$ cat config.mk
export PLATFORM = sky130hd
export DESIGN_NAME = touch_key_pulse_gen
export DESIGN_NICKNAME = d
export VERILOG_FILES = /design/src/rtl/touch_key_pulse_gen.sv
export SDC_FILE = /design/constraint.sdc
export NUM_CORES = 1
export LEC_CHECK = 0
export CORE_AREA = 2 2 60 84
export CTS_CLUSTER_DIAMETER = 50
export DETAILED_ROUTE_END_ITERATION = 10
export DIE_AREA = 0 0 62 86
export GPL_TIMING_DRIVEN = 0
export HOLD_SLACK_MARGIN = 0.15
export MAX_ROUTING_LAYER = met4
export PLACE_DENSITY = 0.82
export SLEW_MARGIN = 5
export SYNTH_ARGS = -nofsm -noshare
export SYNTH_HDL_FRONTEND = slang
export SYNTH_SLANG_ARGS = --single-unit
export TNS_END_PERCENT = 30
$ cat constraint.sdc
create_clock -name sys_clk -period 3.4 [get_ports sys_clk]
set_input_delay 0.51 -clock sys_clk [delete_from_list [all_inputs] [get_ports sys_clk]]
set_output_delay 0.51 -clock sys_clk [all_outputs]
set_load 0.05 [all_outputs]
$ cat src/rtl/touch_key_pulse_gen.sv
// ---------------------------------------------------------------------------
// touch_key_pulse_gen
//
// Purpose:
//   Produces a burst of simulated touch-key presses. Each press drives the
//   touch line high for PRESS_CYC cycles and then low for GAP_CYC cycles.
//   Every press therefore produces exactly one falling edge, which is the
//   event that downstream toggle logic reacts to. A start/busy/done
//   handshake frames the burst. Abort or reset drops the line low at once.
//
// Ports:
//   sys_clk    in   1      system clock, rising edge
//   sys_rst    in   1      synchronous reset, active-high
//   start      in   1      request a burst (only looked at while idle)
//   press_num  in   CNT_W  number of presses, captured when start is taken
//   abort      in   1      cancel the burst in progress
//   touch_key  out  1      generated touch line, high = touched (registered)
//   busy       out  1      high while presses/gaps are being generated
//   done       out  1      one-cycle pulse when a burst ends normally
//   press_cnt  out  CNT_W  presses completed in the current/last burst
// ---------------------------------------------------------------------------
module touch_key_pulse_gen #(
    parameter int PRESS_CYC = 5_000_000,
    parameter int GAP_CYC   = 5_000_000,
    parameter int CNT_W     = 8
) (
    input  logic             sys_clk,
    input  logic             sys_rst,
    input  logic             start,
    input  logic [CNT_W-1:0] press_num,
    input  logic             abort,
    output logic             touch_key,
    output logic             busy,
    output logic             done,
    output logic [CNT_W-1:0] press_cnt
);

    // One timer serves both phases, so it is sized for the longer of the two.
    localparam int TMAX = (PRESS_CYC > GAP_CYC) ? PRESS_CYC : GAP_CYC;
    localparam int TW   = $clog2(TMAX + 1);

    localparam logic [TW-1:0]    PRESS_LOAD = TW'(PRESS_CYC - 1);
    localparam logic [TW-1:0]    GAP_LOAD   = TW'(GAP_CYC - 1);
    localparam logic [TW-1:0]    TIMER_ZERO = '0;
    localparam logic [CNT_W-1:0] CNT_ONE    = CNT_W'(1);

    typedef enum logic [1:0] {
        IDLE,
        PRESS,
        GAP,
        FIN
    } state_t;

    state_t           state;
    logic [TW-1:0]    timer;
    logic [CNT_W-1:0] press_target;

    // Single sequential block: the next state and the registered outputs are
    // decided together, so touch_key/busy/done always line up with the state
    // they describe and never glitch. done is a pulse, so it defaults low
    // and is only raised on the transition into FIN.
    always_ff @(posedge sys_clk) begin
        if (sys_rst) begin
            state        <= IDLE;
            timer        <= TIMER_ZERO;
            press_target <= '0;
            press_cnt    <= '0;
            touch_key    <= 1'b0;
            busy         <= 1'b0;
            done         <= 1'b0;
        end else begin
            done <= 1'b0;
            case (state)
                IDLE: begin
                    if (start) begin
                        press_cnt <= '0;
                        if (press_num != '0) begin
                            press_target <= press_num;
                            timer        <= PRESS_LOAD;
                            touch_key    <= 1'b1;
                            busy         <= 1'b1;
                            state        <= PRESS;
                        end else begin
                            // Empty burst: report completion without ever
                            // touching the line.
                            done  <= 1'b1;
                            state <= FIN;
                        end
                    end
                end

                PRESS: begin
                    if (abort) begin
                        // A cut-short press still left a falling edge on the
                        // line, so it is counted.
                        press_cnt <= press_cnt + CNT_ONE;
                        timer     <= TIMER_ZERO;
                        touch_key <= 1'b0;
                        busy      <= 1'b0;
                        state     <= IDLE;
                    end else if (timer == TIMER_ZERO) begin
                        press_cnt <= press_cnt + CNT_ONE;
                        timer     <= GAP_LOAD;
                        touch_key <= 1'b0;
                        state     <= GAP;
                    end else begin
                        timer <= timer - 1'b1;
                    end
                end

                GAP: begin
                    if (abort) begin
                        timer <= TIMER_ZERO;
                        busy  <= 1'b0;
                        state <= IDLE;
                    end else if (timer == TIMER_ZERO) begin
                        if (press_cnt < press_target) begin
                            timer     <= PRESS_LOAD;
                            touch_key <= 1'b1;
                            state     <= PRESS;
                        end else begin
                            busy  <= 1'b0;
                            done  <= 1'b1;
                            state <= FIN;
                        end
                    end else begin
                        timer <= timer - 1'b1;
                    end
                end

                FIN: begin
                    // Start and abort are deliberately ignored here; the
                    // earliest restart is taken in the following IDLE cycle.
                    state <= IDLE;
                end

                default: begin
                    state     <= IDLE;
                    touch_key <= 1'b0;
                    busy      <= 1'b0;
                end
            endcase
        end
    end

endmodule

# Word level (Yosys, flattened, before mapping)
# Index checks and enable logic that the tools add are counted.
# Widths: inputs -> output; s select.
totals:
  regBits: 44
  in_bits: 12
classes:
  addsub: 2
  n_lt_le_gt_ge: 1
  eq_ne: 13
  n_mux: 39
  n_reduce_logical: 11
ops:
  columns: ["operator", "count"]
  rows:
  - ["$mux 23", 7]
  - ["$pmux 23 s3", 1]
  - ["$mux 8", 3]
  - ["$logic_not 23->1", 1]
  - ["$sub 23x1->23 const B", 1]
  - ["$mux 1", 16]
  - ["$pmux 8 s2", 1]
  - ["$mux 2", 7]
  - ["$ne 2x2->1 const B", 6]
  - ["$ne 3x3->1 const B", 3]
  - ["$reduce_and 3->1", 3]
  - ["$add 8x1->8 const B", 1]
  - ["$lt 8x8->1", 1]
  - ["$pmux 2 s4", 1]
  - ["$reduce_bool 8->1", 1]
  - ["$reduce_and 7->1", 1]
  - ["$pmux 1 s3", 2]
  - ["$reduce_and 6->1", 1]
  - ["$eq 2x2->1 const B", 2]
  - ["$ne 4x4->1 const B", 1]
  - ["$reduce_and 4->1", 1]
  - ["$reduce_bool 3->1", 1]
  - ["$eq 2x1->1 const B", 1]
  - ["$logic_not 2->1", 1]
  - ["2 further kinds", 2]

# Depth between registers and ports, before layout
# Gate-level depths: netlist (run 1).
depth:
  ltp_word: 5
  ltp_mapped: 9
  depth_no_buf: 8

# Worst setup path before layout (run 1)
# No wires, ideal clock.
synth_timing:
  path_type: "register -> register"
  start: "register press_cnt[4]"
  end: "register timer[3]"
  t_arrival_ns: 2.515
  required_ns: 3.314
  setup_slack_ns: 0.800
  path_stages_with_launch: 8
  n_path_buf: 1
  period_less_slack_ns: 2.600
  path_cell_list: "dfxtp_1 > ha_1 > and4_1 > a221oi_1 > a211o_1 > clkbuf_1 > o211ai_1 > a211oi_1"
synth_via:
  elab_chain_cells: 3
synth_lines:
  columns: ["element", "line", "source"]
  rows:
  - ["start, declared", "35", "output logic [CNT_W-1:0] press_cnt"]
  - ["start signal, assigned", "96", "press_cnt <= press_cnt + CNT_ONE;"]
  - ["start signal, assigned", "102", "press_cnt <= press_cnt + CNT_ONE;"]
  - ["$lt 8x8->1", "117", "if (press_cnt < press_target) begin"]
  - ["$ne 4x4->1 (no line)", null, null]
  - ["$reduce_and 4->1 (no line)", null, null]
  - ["end signal, assigned", "107", "timer <= timer - 1'b1;"]
  - ["end signal, assigned", "127", "timer <= timer - 1'b1;"]
  - ["end, declared", "55", "logic [TW-1:0] timer;"]
# No other way between the ends.
# A chain may end at the register's enable or synchronous reset.

# Final worst setup path (run 1)
layout_timing:
  start: "input press_num[3]"
  end: "register timer[4]"
layout_via:
  elab_chain_cells: 3
layout_lines:
  columns: ["element", "line", "source"]
  rows:
  - ["start, declared", "30", "input logic [CNT_W-1:0] press_num,"]
  - ["$reduce_bool 8->1", "77", "if (press_num != '0) begin"]
  - ["$ne 2x2->1 (no line)", null, null]
  - ["$reduce_and 4->1 (no line)", null, null]
# No other way between the ends.

==> impl_metrics.toml, run 1 <==
[cts]
path_clk_slew_ns = 0.08
post_cts_resized = 0
postCtsHoldBufs = 0
root_buffer = "clkbuf_8"
cts_tree = "built"
insertion_delay_ns = 0.30
htreeDepth = 2
clkSinkCount = 44
numCtsBuffers = 5
cts.path.max_buffers = 2
post_cts_buffers = 0

[final_layout]
seq_area_um2 = 880.8
multiInputGateArea_mm2 = 0.001672
fin_nets = 395
drive_gt1_share_pct = 6.486
layout.cells.most_common = "dfxtp_1"
antenna_cells = 0
n_fill_cell = 404
areaGrowthSynthToFinish_pct = 13.58
layout_common_cells = "dfxtp_1 (44), nor2_1 (40), a21oi_1 (32), inv_1 (28), clkdlybuf4s50_1 (20)"

[critical_path]
path_buf_inv = 2
worst-path-max-fanout = 10
start_kind = "input pin"
cpMaxStageDelayCell = "or4_1"
ff2ff_setup_slack_ns = 0.63
cp.required_ns = 3.60
path_class = "in2reg"
endpoint_kind = "register"
cp_data_arrival_time_ns = 3.09
slowest_delay_ns = 0.56
worstPathCellList = "clkdlybuf4s50_1 > or4_1 > o21ai_0 > a21oi_1 > nand3_1 > clkbuf_1 > nor2_1 > a211oi_1"
cp_top_family = "compound AO/OA/AOI/OAI gates"

[placement]
hpwl_mm = 5.098
port_buffers = 20
dp_slack_ns = 0.2265
place_congestion = 0.9208

[routing]
via_per_inst = 6.287
wl_per_cell_um = 16.28
first_pass_iters = 4
ant_nets = 0
via_count = 2716
drt_wl_total_mm = 7.034
remaining_drc_errors = 0
drt_iter0_markers = 217

[logic_synthesis]
synth_simple_gate_area_share_pct = 25.19
ys_seq_elements = 44
syn_inst = 342
ys_async_sr_fraction_pct = 0
synth_ff_type = "dfxtp_1"
synthMuxAreaShare_pct = 0.7773
syn_area_mm2 = 0.002736
synthAdderAreaFrac_pct = 6.401
yosysSeqAreaShare_pct = 32.19
synth-edff-count = 0
ys_types = 57
yosys.area.top_type_share_pct = 32.19
synth.avg_cell_area_um2 = 8.001
synthTopCellsByArea = "dfxtp_1 (32%), ha_1 (6.4%), a21oi_1 (5.9%)"
synth_top_family_by_area = "compound AO/OA/AOI/OAI gates"
ys_warn_count = 0
yosysTopAreaCell = "dfxtp_1"
synth_xor_area_share_pct = 1.600
synth_nets = 368
synth_compound_area_share_pct = 27.11

[floorplan]
rows = 29
core_mm2 = 0.004536
die_height_um = 86
die_w_um = 62
start_util_pct = 60.33
num_io_pins = 23
dieArea_mm2 = 0.005332

[timing]
final-max-slew-violation-count = 0
rsz0062_at_grt = "no"
setup_viol = 0
worstMarginPinSlew_ns = 0.8195
skew_ns = 0.008804
fin_crit_ns = 2.885
finalCritPeriodShare_pct = 84.86
setup_tns_ns = 0
relSlewSlack_pct = 45.37
fin_ws_ns = 0.5146
fmax_mhz = 346.6
hold_violations = 0

[global_routing]
antenna_found_initial = 0
grt_pass1_vias = 2542
grt_pass1_wl_mm = 11.48
grt_max_degree = 14
grt_use_total_pct = 28.69
grt_overflow = 0

[status]
status = "completed"

[power]
irDropWorstVdd_mv = 0.4154
leakagePower_nw = 1.120
power.density_mw_per_mm2 = 761.8
total_power_w = 0.002368

[hold_path]
hold_path.class = "reg2reg"

[run]
maxCapViolCount = 0
[final timing paths]
path | start | end | cells after the start
setup / recovery | press_num[3] | timer[4] | 8
setup reg to reg | press_cnt[4] | timer[4] | 7
hold / removal | touch_key | touch_key | 2
hold reg to reg | touch_key | touch_key | 2
[power by group]
part | switching (W) | total, W | internal, W
logic | 0.000783 | 0.00125 | 0.000469
clock network | 0.000179 | 0.000344 | 0.000165
registers | 0.000136 | 0.000772 | 0.000636
[layer usage]
layer / global-route usage, % / routed length [µm] / vias up
met3: 4.072 / 382 / 13
met5: - / 0 / -
met2: 49.15 / 3719 / 100
li1: - / - / 1324
met4: 11.41 / 144 / 0
met1: 32.09 / 2788 / 1279
[synth_stat cells, drive strengths merged, types with 3 or more instances]
cell type / instances
nand3: 17
a2111oi: 3
buf: 3
and3: 3
nand2: 16
o311ai: 5
o21ai: 10
nor4: 11
and2: 3
nor2: 41
nand4: 3
xnor2: 5
a211o: 3
a32oi: 3
or4: 6
inv: 28
a211oi: 11
nand2b: 7
dfxtp: 44
o211ai: 5
nor3: 12
ha: 14
clkbuf: 15
a21oi: 32
a31oi: 7
and4: 3
a21o: 3
[through the flow]
stage               instances  hold slack, ns  util [%]  instance area [µm²]
detailed placement        424          0.4520     66.46                 3014
global route              432          0.5166     68.52                 3108
CTS                       432          0.4642     68.52                 3108
finish                    432          0.4587     68.52                 3108
floorplan                 342          0.4539         -                 2736
global placement          424          0.4482     66.46                 3014
[layout make-up]
cell class	count	share of cell area (%)
plain buffers	18	2.536
inverters	28	3.382
flip-flops and latches	44	28.34
clock inverters	1	0.2415
well taps	62	2.496
clock buffers	7	2.778
multi-input cells	252	53.78
repair buffers	20	6.441
[worst register-to-register path: cells and delay by family (launching register included)]
kind	cells	cell delay, ns
fa+ha+maj	1	0.29
flops	1	0.47
compound gates	4	1.28
simple gates	1	0.22
buf+inv	1	0.42
[kinds of logic after synthesis]
group / count (synthesis)
AO/OA/AOI/OAI: 101
XOR/XNOR: 5
adder cells (fa/ha/maj): 14
buffers and inverters: 46
flip-flops: 44
multiplexers: 2
AND/OR/NAND/NOR: 130
[registers in the layout, summed over array words and instances, names as in the netlist]
register      flops
press_cnt         8
press_target      8
busy              1
done              1
timer            23
touch_key         1
state             2
Note: power is estimated with default switching activity, not from simulation.
==> run 2: changes to the inputs <==
--- a/config.mk
+++ b/config.mk
@@ -5,14 +5,14 @@
 export SDC_FILE = /design/constraint.sdc
 export NUM_CORES = 1
 export LEC_CHECK = 0
-export CORE_AREA = 2 2 60 84
+export CORE_AREA = 2 2 62 87
 export CTS_CLUSTER_DIAMETER = 50
 export DETAILED_ROUTE_END_ITERATION = 10
-export DIE_AREA = 0 0 62 86
+export DIE_AREA = 0 0 64 89
 export GPL_TIMING_DRIVEN = 0
 export HOLD_SLACK_MARGIN = 0.15
 export MAX_ROUTING_LAYER = met4
-export PLACE_DENSITY = 0.82
+export PLACE_DENSITY = 0.77
 export SLEW_MARGIN = 5
 export SYNTH_ARGS = -nofsm -noshare
 export SYNTH_HDL_FRONTEND = slang
==> constraint.sdc (replaced) <==
create_clock -name sys_clk -period 3 [get_ports sys_clk]
set_input_delay 0.45 -clock sys_clk [delete_from_list [all_inputs] [get_ports sys_clk]]
set_output_delay 0.45 -clock sys_clk [all_outputs]
set_load 0.05 [all_outputs]
==> run 2 against run 1 <==
  * Non-clock buffer count stayed put
  * Die area rose by 6.8%
  * Combinational power is 13% higher
  * First-iteration DRC count grew 5.1%
  * Final area up 0.56%
  * Critical path type is now reg2reg
  * Critical endpoint unchanged
  * Largest power group unchanged
==> impl_metrics.toml, run 2 (same netlist as run 1, synthesis figures left out) <==
[cts]
htreeDepth = 2
cts_tree = "built"
numCtsBuffers = 5
insertion_delay_ns = 0.30
path_clk_slew_ns = 0.08
clkSinkCount = 44
root_buffer = "clkbuf_8"
postCtsHoldBufs = 0
cts.path.max_buffers = 2

[placement]
place_congestion = 0.9043
port_buffers = 20
hpwl_mm = 5.171
dp_slack_ns = -0.1254
dp.cells = 426

[critical_path]
cp.required_ns = 3.21
cpMaxStageDelayCell = "a221oi_1"
start_kind = "register"
endpoint_kind = "register"
worstPathCellList = "ha_1 > and4_1 > a221oi_1 > a211o_1 > clkbuf_1 > o211ai_1 > a211oi_1"
worst-path-max-fanout = 10
slowest_delay_ns = 0.52
cp_data_arrival_time_ns = 2.94
path_class = "reg2reg"

[floorplan]
core_mm2 = 0.004842
die_w_um = 64
rows = 30
die_height_um = 89
start_util_pct = 56.51
num_io_pins = 23
dieArea_mm2 = 0.005696

[timing]
worstMarginPinSlew_ns = 0.8575
fmax_mhz = 367.5
skew_ns = 0.005676
fin_crit_ns = 2.721
final-max-slew-violation-count = 0
rsz0062_at_grt = "no"
fin_ws_ns = 0.2786
hold_violations = 0
relSlewSlack_pct = 42.83
setup_viol = 0
hold_ws_ns = 0.4756
finalCritPeriodShare_pct = 90.71

[global_routing]
grt_pass1_wl_mm = 11.94
antenna_found_initial = 0
grt_pass1_vias = 2559
grt_max_degree = 14
grt_use_total_pct = 27.29
grt_overflow = 0

[routing]
ant_nets = 0
drt_wl_total_mm = 6.999
via_per_inst = 6.191
drt_iter0_markers = 228
remaining_drc_errors = 0
first_pass_iters = 4
wl_per_cell_um = 16.13
via_count = 2687

[power]
irDropWorstVdd_mv = 0.4124
switchingPower_w = 0.001245
p_int_w = 0.001501
p_seq_share_pct = 31.9
power_frac_comb_pct = 51.5
power.density_mw_per_mm2 = 878.6
power_frac_clock_pct = 16.6
swShare_pct = 45.35
total_power_w = 0.002746
leakagePower_nw = 1.133

[final_layout]
layout.cells.most_common = "dfxtp_1"
reg_top3 = "timer x23, press_cnt x8, press_target x8"
drive_gt1_share_pct = 6.757
antenna_cells = 0
largest_reg_flops = 23
layout_common_cells = "dfxtp_1 (44), nor2_1 (40), a21oi_1 (32), inv_1 (28), clkdlybuf4s50_1 (20)"
layoutNonFillerInstCount = 434
areaGrowthSynthToFinish_pct = 14.22
top_register = "timer"
fin_nets = 395

[hold_path]
hold_path.class = "reg2reg"

[status]
status = "completed"

[run]
maxCapViolCount = 0
run 2: cell count changes in the layout (fill, tap and decap cells not counted), sizes merged:
cell / delta
bufinv: +1
clkbuf: -1
clkinv: +1
clkinvlp: -1
run 2: cell type report:
| type | count | area (µm²) |
|---|---|---|
| flip-flops and latches | 44 | 880.8 |
| clock buffers | 6 | 72.57 |
| repair buffers | 20 | 200.2 |
| fillers | 433 | 1717 |
| inverters | 28 | 105.1 |
| plain buffers | 18 | 80.08 |
| well taps | 64 | 80.08 |
| clock inverters | 2 | 35.03 |
| multi-input cells | 252 | 1672 |
run 2: path summary, 6_finish.rpt:
kind	startpoint	end	slack, ns	depth (start not counted)
worst min register to register	touch_key	touch_key	0.48	2
worst max-delay path	press_cnt[4]	timer[4]	0.28	7
worst min-delay path	touch_key	touch_key	0.48	2
worst max register to register	press_cnt[4]	timer[4]	0.28	7
run 2: worst max-delay path, delay by kind of cell, from the launching register on:
kind            cells  cell delay [ns]
simple gates        1             0.21
buf+inv             1             0.42
fa+ha+maj           1             0.27
flops               1             0.47
compound gates      4             1.26
run 2: per-stage QoR:
step / cell area [µm²] / setup TNS [ns] / util, %
6_report: 3126 / 0 / 64.55
5_1_grt: 3126 / 0 / 64.55
4_1_cts: 3124 / 0 / 64.52
3_5_place_dp: 3017 / -0.8087 / 62.30
3_3_place_gp: 3017 / -0.4137 / 62.30
2_1_floorplan: 2736 / 0 / -
run 2: what timing repair did:
item | 4_1_cts | 5_1_grt
gates resized for setup | 0 | 2
setup buffers | 0 | 0
setup endpoints to repair | 0 | 8
run 2: power by group through the flow:
stage / sequential [W] / clock, W / combinational [W]
after global placement: 0.000880 / 0 / 0.00137
final: 0.000877 / 0.000455 / 0.00141
after CTS: 0.000873 / 0.000463 / 0.00141
after floorplan: 0.000903 / 0 / 0.00103
after global routing: 0.000899 / 0.000486 / 0.00156
after detailed placement: 0.000885 / 0 / 0.00140
run 2: metal layers:
layer	up-vias	track usage (%)	wire, µm
met2	94	47.44	3581
met1	1256	31.04	2917
met4	0	13.04	167
met3	16	3.526	331
met5	-	-	0
li1	1321	-	-
